--- src/rtl/stack_access_ctrl.sv ---
// rtl/stack_access_ctrl.sv - round-robin push/pop sequencer sharing one hardware stack between two requesters
module stack_access_ctrl #(
  parameter int WIDTH = 8,
  parameter int DEPTH = 8
) (
  input  logic             clk,
  input  logic             rstn,
  input  logic             req0,
  input  logic             op0,
  input  logic [WIDTH-1:0] wdata0,
  output logic             ack0,
  output logic             err0,
  input  logic             req1,
  input  logic             op1,
  input  logic [WIDTH-1:0] wdata1,
  output logic             ack1,
  output logic             err1,
  output logic [WIDTH-1:0] rdata,
  output logic             stk_push,
  output logic             stk_pop,
  output logic [WIDTH-1:0] stk_din,
  input  logic [WIDTH-1:0] stk_dout,
  input  logic             stk_empty,
  input  logic             stk_full,
  output logic             busy,
  output logic             gnt_id
);

  localparam logic [1:0] S_IDLE  = 2'd0;
  localparam logic [1:0] S_ISSUE = 2'd1;
  localparam logic [1:0] S_WAIT  = 2'd2;
  localparam logic [1:0] S_ACK   = 2'd3;

  if (WIDTH < 1 || DEPTH < 1) begin : g_param_check
    $error("stack_access_ctrl: WIDTH and DEPTH must be positive");
  end

  logic [1:0]       r_state;
  logic             r_rr_last;
  logic             r_gnt;
  logic             r_op;
  logic             r_err;
  logic [WIDTH-1:0] r_wdata;

  logic             w_any_req;
  logic             w_gnt;
  logic             w_op;
  logic             w_err;
  logic [WIDTH-1:0] w_wdata;
  logic             w_issue;
  logic             w_ack;

  // On a tie the requester that was not served last wins.
  always_comb begin
    w_any_req = req0 | req1;
    w_gnt     = (req0 && req1) ? ~r_rr_last : req1;
    w_op      = w_gnt ? op1 : op0;
    w_wdata   = w_gnt ? wdata1 : wdata0;
    w_err     = w_op ? stk_empty : stk_full;
  end

  always_ff @(posedge clk) begin
    if (rstn) begin
      r_state   <= S_IDLE;
      r_rr_last <= 1'b1;
      r_gnt     <= 1'b0;
      r_op      <= 1'b0;
      r_err     <= 1'b0;
      r_wdata   <= '0;
    end else begin
      case (r_state)
        S_IDLE: begin
          if (w_any_req) begin
            r_state   <= S_ISSUE;
            r_gnt     <= w_gnt;
            r_rr_last <= w_gnt;
            r_op      <= w_op;
            r_err     <= w_err;
            r_wdata   <= w_wdata;
          end
        end
        S_ISSUE: r_state <= S_WAIT;
        S_WAIT:  r_state <= S_ACK;
        default: r_state <= S_IDLE;
      endcase
    end
  end

  // Strobes exist only in ISSUE, so they can never be wider than one cycle.
  always_comb begin
    w_issue  = (r_state == S_ISSUE);
    w_ack    = (r_state == S_ACK);
    busy     = (r_state != S_IDLE);
    gnt_id   = busy & r_gnt;
    stk_push = w_issue & ~r_err & ~r_op;
    stk_pop  = w_issue & ~r_err & r_op;
    stk_din  = stk_push ? r_wdata : '0;
    ack0     = w_ack & ~r_gnt;
    ack1     = w_ack & r_gnt;
    err0     = ack0 & r_err;
    err1     = ack1 & r_err;
    rdata    = (w_ack && r_op && !r_err) ? stk_dout : '0;
  end

endmodule

--- config.mk ---
export PLATFORM = sky130hd
export DESIGN_NAME = stack_access_ctrl
export DESIGN_NICKNAME = d
export VERILOG_FILES = /design/src/rtl/stack_access_ctrl.sv
export SDC_FILE = /design/constraint.sdc
export NUM_CORES = 1
export LEC_CHECK = 0
export CORE_MARGIN = 4
export CORE_UTILIZATION = 59
export CTS_CLUSTER_DIAMETER = 80
export CTS_CLUSTER_SIZE = 30
export DETAILED_ROUTE_END_ITERATION = 8
export DONT_BUFFER_PORTS = 1
export GPL_TIMING_DRIVEN = 0
export HOLD_SLACK_MARGIN = 0.03
export PLACE_DENSITY = 0.84
export REMOVE_ABC_BUFFERS = 1
export SYNTH_ARGS = -nofsm -noshare
export SYNTH_HDL_FRONTEND = slang
export SYNTH_SLANG_ARGS = --single-unit
--- constraint.sdc ---
create_clock -name clk -period 1.9 [get_ports clk]
set_input_delay 0.38 -clock clk [delete_from_list [all_inputs] [get_ports clk]]
set_output_delay 0.38 -clock clk [all_outputs]
set_load 0.05 [all_outputs]
==> results.json, run 1 <==
{
  "status": "complete, but fails checks",
  "failed_checks": "negative setup slack",
  "n_fill_cell": 93,
  "dieHeight_microns": 45.47,
  "cts_max_level": 1,
  "cts_sinks": 14,
  "crit_required_ns": 1.52,
  "antenna_found_initial": 0,
  "dpl_cell_area_sq_um": 844.6,
  "skew_ns": 0.0004428,
  "design_area_sq_um": 1050,
  "cap_violations": 0,
  "worstSetupStartpointType": "flip-flop",
  "final_cells": 119,
  "fin_tns_setup_ns": -0.6071,
  "cts_tree": "yes",
  "core-area_sq_um": 1318,
  "final-max-slew-violation-count": 0,
  "start_util_pct": 62.87,
  "std_cell_rows": 13,
  "vias": 700,
  "grt_pass1_wl_mm": 2.546,
  "synth_seq_area_share_pct": 33.84,
  "dr.pass1.iters": 4,
  "dieArea_sq_um": 2068,
  "rr_worst_depth": 9,
  "slowest_stage": "dfxtp_2",
  "nets": 141,
  "hold_start": "rstn",
  "fin_ws_ns": -0.1009,
  "num_io_pins": 56,
  "slowest_delay_ns": 0.34,
  "fin_crit_ns": 2.001,
  "antenna_left": 0,
  "hold_buffers": 0,
  "gp_congestion": 0.6445,
  "synth-simple-area-share_pct": 27.34,
  "synth_top_family_by_area": "simple AND/OR/NAND/NOR gates",
  "hold_viol": 0,
  "dp_cells": 108,
  "drc_errors": 0,
  "clkTransAtPathRegs_ns": 0.08,
  "first_iter_violations": 5,
  "ys_ff_latch": 14,
  "cts_made_buffers": 3,
  "synth_compound_area_share_pct": 15.26,
  "grt_overflow": 0,
  "io_buffer_count": 0,
  "syn_inst": 96,
  "wl_per_cell_microns": 15.97,
  "cts_root_buffer": "clkbuf_4",
  "clk_path_buf_depth": 2,
  "die_w_microns": 45.47,
  "fin_crit_sh_pct": 105.3,
  "grt_max_degree": 15,
  "finalPower_mw": 1.664,
  "min_path_type": "primary input to flip-flop",
  "synthXorXnorAreaFrac_pct": 0,
  "routed_via_density": 5.882,
  "cp-end-kind": "primary output",
  "p_per_area_nw_per_um2": 1585,
  "drive_above_1_share_pct": 45.19,
  "clk_latency_ns": 0.27,
  "setup_viol_count_final": 7,
  "rr_startpoint": "r_state[1]",
  "rsz0062_at_grt": "true",
  "synthMuxAreaShare_pct": 12.54,
  "area_delta_synth_final_pct": 26.74,
  "slew_headroom_pct": 53.73,
  "ys_types": 24,
  "hpwlAfterDp_mm": 1.350,
  "regToRegEndpoint": "r_wdata[3]",
  "synth_area_sq_um": 828.3,
  "whs_path_depth": 1,
  "crit_fanout": 5,
  "path_cells": "inv_2, ha_4, nor3b_4, buf_6, buf_6, and2_4",
  "yosysWarnings": 0,
  "power.static_leakage_nw": 0.4255,
  "ir_drop_mv": 1.047,
  "tightestPinTransition_ns": 0.6900,
  "yosys.area_share.adder_pct": 6.042,
  "synth.avg_cell_area_sq_um": 8.628,
  "routed_wl_mm": 1.901,
  "path_common_cell": "buf_6",
  "reg2reg_slack_ns": 0.05,
  "path_buf_inv": 3,
  "grt_usage_pct": 17.07,
  "grt_pass1_vias": 582,
  "fmax_mhz": 499.8,
  "n_antenna_cell": 0,
  "worstHoldEndpoint": "r_state[1]",
  "cp.arrival_ns": 1.62,
  "worst-setup-path-type": "flip-flop to primary output",
  "crit_family": "simple AND/OR/NAND/NOR gates",
  "dp_slack_ns": -0.5602
}
[cell usage after synthesis, drive strengths merged]
cell | instances | area, sq um
a211oi | 10 | 80.07
o21ai | 1 | 5.000
clkbuf | 1 | 3.750
a21oi | 3 | 15.01
nor2b | 2 | 12.51
and3b | 1 | 8.760
and3 | 1 | 6.260
a21boi | 1 | 11.26
nand3 | 1 | 5.000
or2 | 1 | 6.260
mux2i | 10 | 103.9
nand2 | 4 | 15.01
and2 | 18 | 112.6
a311oi | 1 | 8.760
nor3b | 1 | 7.510
buf | 4 | 26.27
dfxtp | 14 | 280.3
a31oi | 1 | 6.260
ha | 4 | 50.05
inv | 3 | 11.26
nor2 | 14 | 52.55
[worst max-delay path by stage]
stage          depth (start not counted)    endpoint       start
6_report                               6  stk_din[7]  r_state[1]
3_3_place_gp                           4  stk_din[2]  r_state[1]
5_1_grt                                6  stk_din[2]  r_state[1]
3_5_place_dp                           6       r_err  r_state[0]
2_1_floorplan                          4  stk_din[0]  r_state[1]
4_1_cts                                6  stk_din[2]  r_state[1]
[final cells by class]
type                    count  area, sq um  share of cell area (%)
clock buffers               4        36.28                   3.456
inverters                   3        15.01                   1.430
multi-input cells          75        626.9                   59.71
flip-flops and latches     14        285.3                   27.18
well taps                  15        18.77                   1.788
repair buffers              8        67.56                   6.436
[state kept, by name (all words and copies together), names as in the netlist]
name and cells:
r_wdata 8, r_gnt 1, r_op 1, r_err 1, r_rr_last 1, r_state 2
[cell families after synthesis]
group                    count (synthesis)
AO/OA/AOI/OAI                           17
adder cells (fa/ha/maj)                  4
buffers and inverters                    8
flip-flops                              14
multiplexers                            10
AND/OR/NAND/NOR                         43
[timing repair]
action | CTS | global route
endpoints found under the setup margin | 29 | 28
setup buffers | 2 | 4
pin swaps | 1 | 2
resized for setup | 34 | 16
gates cloned | 1 | 0
[cell usage in the layout (no fill, tap or decap)]
cell type / n
a211oi_1: 7
a211oi_2: 3
a21boi_2: 1
a21oi_1: 3
a311oi_1: 1
a31oi_1: 1
and2_1: 1
and2_2: 4
and2_4: 13
and3_1: 1
and3b_1: 1
buf_4: 6
buf_6: 2
clkbuf_4: 3
clkbuf_8: 1
clkinvlp_4: 1
dfxtp_1: 12
dfxtp_2: 1
dfxtp_4: 1
ha_1: 2
ha_4: 2
inv_1: 1
inv_2: 1
mux2i_1: 9
mux2i_2: 1
nand2_1: 4
nand3_1: 1
nor2_1: 12
nor2_2: 1
nor2_4: 2
nor2b_4: 2
nor3b_4: 1
o21ai_0: 1
or2_2: 1
[routing by layer]
metal  vias up  wire [microns]  part of all wire (%)  global-route usage (%)
met5         -               0                     0                       0
met4         0               0                     0                   5.263
met2        41             992                    52                   31.20
met3         0             192                    10                   3.953
li1        346               -                     -                       -
met1       313             715                    38                   19.17
[report_power, final]
group          switching, mW  internal [mW]
clock                 0.0908          0.116
sequential            0.0876          0.408
combinational          0.593          0.369
[through the flow]
step	utilization (%)	hold slack [ns]
floorplan	-	0.4446
global placement	62.01	0.4467
detailed placement	64.10	0.4524
CTS	73.88	0.1531
global route	79.68	0.1477
finish	79.68	0.1601
Note: power is estimated with default switching activity, not from simulation.
==> run 2, diff against run 1 <==
Settings changed: CORE_UTILIZATION 59 to 48, PLACE_DENSITY 0.84 to 0.72.
==> results.json, run 2 (synthesis gave the netlist of run 1 again) <==
{
  "n_antenna_cell": 0,
  "status": "complete, but fails checks",
  "io_buffer_count": 0,
  "reg2reg_slack_ns": 0.10,
  "rsz0062_at_grt": "true",
  "slowest_stage": "dfxtp_2",
  "crit_fanout": 4,
  "cts_made_buffers": 3,
  "mostFrequentLayoutCells": "and2_4 (14), nor2_1 (12), dfxtp_1 (12), mux2i_1 (9), a211oi_1 (9)",
  "worstSetupStartpointType": "flip-flop",
  "cts_tree": "yes",
  "core-area_sq_um": 1577,
  "ir_drop_mv": 0.7767,
  "wl_met3_microns": 196,
  "power.static_leakage_nw": 0.4201,
  "top_layer": "met4",
  "slew_headroom_pct": 50.73,
  "clk_latency_ns": 0.29,
  "cts_root_buffer": "clkbuf_4",
  "failed_checks": "negative setup slack",
  "fin_crit_ns": 1.997,
  "cts_sinks": 14,
  "dieArea_sq_um": 2454,
  "reg_top3": "r_wdata (8), r_state (2)",
  "setup_viol_count_final": 8,
  "clkTransAtPathRegs_ns": 0.09,
  "drive_above_1_share_pct": 42.72,
  "cp.arrival_ns": 1.62,
  "final-max-slew-violation-count": 0,
  "die_w_microns": 49.54,
  "largest_reg_flops": 8,
  "fmax_mhz": 500.6,
  "start_util_pct": 52.54,
  "std_cell_rows": 14,
  "hold_buffers": 0,
  "path_cells": "inv_2, ha_4, nor3b_4, buf_6, buf_6, and2_4",
  "finalPower_mw": 1.657,
  "grt_usage_pct": 16.81,
  "grt_pass1_vias": 646,
  "nets": 140,
  "grt_max_degree": 15,
  "hold_viol": 0,
  "antenna_found_initial": 0,
  "grt_overflow": 0,
  "min_path_type": "primary input to flip-flop",
  "grt_pass1_wl_mm": 3.056,
  "tightestPinTransition_ns": 0.7348,
  "cap_violations": 0,
  "num_io_pins": 56,
  "dieHeight_microns": 49.54,
  "fin_crit_sh_pct": 105.1,
  "vias": 711,
  "hpwlAfterDp_mm": 1.397,
  "p_per_area_nw_per_um2": 1605,
  "wl_met1_microns": 811,
  "slowest_delay_ns": 0.34,
  "dr.pass1.iters": 4,
  "cp-end-kind": "primary output",
  "dp_slack_ns": -0.6266,
  "fin_ws_ns": -0.09742,
  "gp_congestion": 0.6450,
  "cts_max_level": 1,
  "met2_length_microns": 991,
  "crit_required_ns": 1.52,
  "layout_commonest_cell": "and2_4",
  "antenna_left": 0,
  "area_delta_synth_final_pct": 24.62,
  "routed_via_density": 5.975,
  "path_common_cell": "buf_6",
  "clk_path_buf_depth": 2,
  "drc_errors": 0,
  "worst-setup-path-type": "flip-flop to primary output",
  "largest_register": "r_wdata",
  "wl_per_cell_microns": 17.05,
  "first_iter_violations": 11,
  "routed_wl_mm": 2.029,
  "skew_ns": 0.001454
}
-- run 2: cell count changes in the layout (fill, tap and decap cells not counted), sizes merged --
cell	delta
buf	-1
-- run 2: worst max-delay path: cells and delay by family (launching register included) --
kind / cells / cell delay, ns
flops: 1 / 0.34
buf+inv: 3 / 0.40
simple gates: 2 / 0.45
fa+ha+maj: 1 / 0.13
-- run 2: timing repair --
action,CTS,global route
pin swaps,1,2
buffers inserted,2,3
endpoints found under the setup margin,29,30
gates resized for setup,39,9
gates cloned,1,0
-- run 2: final timing paths --
path | start | endpoint | cells past startpoint
worst min register to register | r_wdata[4] | r_wdata[4] | 2
worst max register to register | r_state[1] | r_wdata[0] | 8
worst max-delay path | r_state[1] | stk_din[6] | 6
worst min-delay path | rstn | r_err | 1
-- run 2: per-layer routing --
metal	vias up	global-route usage, %
li1	345	-
met1	317	18.60
met2	45	27.75
met3	4	4.819
met4	0	11.06
met5	-	0
-- run 2: report_power, final --
part | leakage (nW) | internal [mW] | total, mW | switching, mW
Combinational | 0.282 | 0.355 | 0.946 | 0.591
Sequential | 0.117 | 0.404 | 0.491 | 0.0873
Clock | 0.0210 | 0.117 | 0.220 | 0.103
Total | 0.420 | 0.876 | 1.66 | 0.782
-- run 2: final cells by class --
cell class | count | area [sq um]
clock buffer | 4 | 36.28
fill | 148 | 544.3
inverter | 3 | 15.01
multi-input combinational | 75 | 618.1
sequential | 14 | 282.8
tap | 16 | 20.02
timing repair buffer | 7 | 60.06
-- run 2: through the flow --
| step | cell area, sq um | utilization (%) | cells | setup TNS, ns | hold WS, ns |
|---|---|---|---|---|---|
| 6_report | 1032 | 65.48 | 119 | -0.5986 | 0.1459 |
| 4_1_cts | 984.7 | 62.46 | 116 | -1.962 | 0.1339 |
| 3_5_place_dp | 845.8 | 53.65 | 109 | -6.655 | 0.4502 |
| 5_1_grt | 1032 | 65.48 | 119 | -2.266 | 0.1215 |
| 2_1_floorplan | 798.3 | - | 91 | -10.45 | 0.4446 |
| 3_3_place_gp | 818.3 | 51.90 | 107 | -17.58 | 0.4471 |
==> run 3, diff against run 2 <==
Settings changed: PLACE_DENSITY 0.72 to 0.68, SKIP_LAST_GASP from default to 1.
==> results.json, run 3 (synthesis gave the netlist of run 1 again) <==
{
  "status": "complete, but fails checks",
  "failed_checks": "negative setup slack",
  "power.static_leakage_nw": 0.3924,
  "gp_congestion": 0.6672,
  "hpwlAfterDp_mm": 1.369,
  "drc_errors": 0,
  "largest_register": "r_wdata",
  "cts_sinks": 14,
  "multi_input_area_sq_um": 608.1,
  "vias": 685,
  "area_delta_synth_final_pct": 18.13,
  "fin_ws_ns": -0.03184,
  "finalPower_mw": 1.512,
  "first_iter_violations": 6,
  "largest_reg_flops": 8,
  "cts_root_buffer": "clkbuf_4",
  "skew_ns": 0.003212,
  "dr.pass1.iters": 4,
  "drive_above_1_share_pct": 40.40,
  "antenna_left": 0,
  "post-route-util_pct": 62.06,
  "tightestPinTransition_ns": 0.7556,
  "start_util_pct": 52.54,
  "p_seq_share_pct": 32.1,
  "cp-end-kind": "primary output",
  "cts_max_level": 1,
  "p_per_area_nw_per_um2": 1545,
  "final-max-slew-violation-count": 0,
  "cp.arrival_ns": 1.55,
  "cellInternalPower_mw": 0.7591,
  "clkPwrFrac_pct": 11.2,
  "mostFrequentLayoutCells": "nor2_1 (12), dfxtp_1 (12), and2_4 (10), mux2i_1 (9), a211oi_1 (9)",
  "slowest_stage": "dfxtp_2",
  "setup_viol_count_final": 8,
  "fin_crit_sh_pct": 101.7,
  "ir_drop_mv": 1.066,
  "path_cells": "inv_2, ha_4, nor3b_2, buf_6, buf_6, and2_4",
  "slew_headroom_pct": 49.44,
  "die_w_microns": 49.54,
  "grt_overflow": 0,
  "rsz0062_at_grt": "true",
  "routed_via_density": 5.957,
  "design_area_sq_um": 978.4,
  "dp_cells": 109,
  "switchingPower_mw": 0.7529,
  "std_cell_rows": 14,
  "cap_violations": 0,
  "slowest_delay_ns": 0.34,
  "grt_max_degree": 15,
  "worstSetupStartpointType": "flip-flop",
  "combPwrFrac_pct": 56.7,
  "fmax_mhz": 517.6,
  "path_common_cell": "buf_6",
  "routed_wl_mm": 1.984,
  "io_buffer_count": 0,
  "clk_path_buf_depth": 2,
  "grt_pass1_vias": 682,
  "clk_latency_ns": 0.28,
  "n_fill_cell": 145,
  "min_path_type": "primary input to flip-flop",
  "dp_slack_ns": -0.5841,
  "core-area_sq_um": 1577,
  "final_cells": 115,
  "switching_share_pct": 49.80,
  "wl_per_cell_microns": 17.25,
  "grt_pass1_wl_mm": 3.063,
  "crit_required_ns": 1.52,
  "worst-setup-path-type": "flip-flop to primary output",
  "hold_viol": 0,
  "cts_made_buffers": 3,
  "n_antenna_cell": 0,
  "num_io_pins": 56,
  "grt_usage_pct": 15.72,
  "dpl_cell_area_sq_um": 845.8,
  "antenna_found_initial": 0,
  "area.sequential_sq_um": 282.8,
  "crit_family": "buffers and inverters",
  "timing.hold.ws_ns": 0.1497,
  "path_buf_inv": 3,
  "cts_tree": "yes",
  "reg2reg_slack_ns": 0.07,
  "nets": 137,
  "reg_top3": "r_wdata (8), r_state (2)",
  "clkTransAtPathRegs_ns": 0.08,
  "crit_fanout": 7,
  "fin_tns_setup_ns": -0.2350,
  "fin_crit_ns": 1.932,
  "dieHeight_microns": 49.54,
  "dieArea_sq_um": 2454
}
==> run 3: power groups by stage <==
stage / combinational (mW) / sequential [mW] / clock, mW
6_report: 0.858 / 0.485 / 0.169
2_1_floorplan: 0.589 / 0.457 / 0
5_1_grt: 0.938 / 0.501 / 0.183
3_3_place_gp: 0.656 / 0.469 / 0
4_1_cts: 0.808 / 0.484 / 0.173
3_5_place_dp: 0.706 / 0.478 / 0
==> run 3: layout make-up <==
cell class,count,share of cell area (%)
Multi-Input combinational cell,76,62.15
Sequential cell,14,28.90
Timing Repair Buffer,3,3.069
Clock buffer,3,2.302
Tap cell,16,2.046
Inverter,3,1.535
==> run 3: final timing paths <==
path | startpoint | to | cells after the start
max | r_state[1] | stk_din[4] | 6
min | rstn | r_err | 1
max reg2reg | r_state[0] | r_wdata[2] | 6
min reg2reg | r_wdata[0] | r_wdata[0] | 2
==> run 3: what timing repair did <==
action	4_1_cts	5_1_grt
gates resized for setup	36	7
pin swaps	8	4
setup buffers	1	0
gates cloned	1	1
hold buffers	0	0
endpoints found under the setup margin	29	28
==> run 3: worst register-to-register path: stages, from the launching register on <==
cell and delay (ns):
dfxtp_2 0.35, inv_1 0.10, ha_2 0.33, clkinvlp_4 0.41, nor2_4 0.30, nor2_1 0.07, a211oi_1 0.21
==> run 3: routing by layer <==
layer,track usage [%],wire (microns),vias to the layer above
met5,0,0,-
met3,2.711,180,5
li1,-,-,336
met4,5.530,33,0
met1,16.15,780,298
met2,31.06,990,46
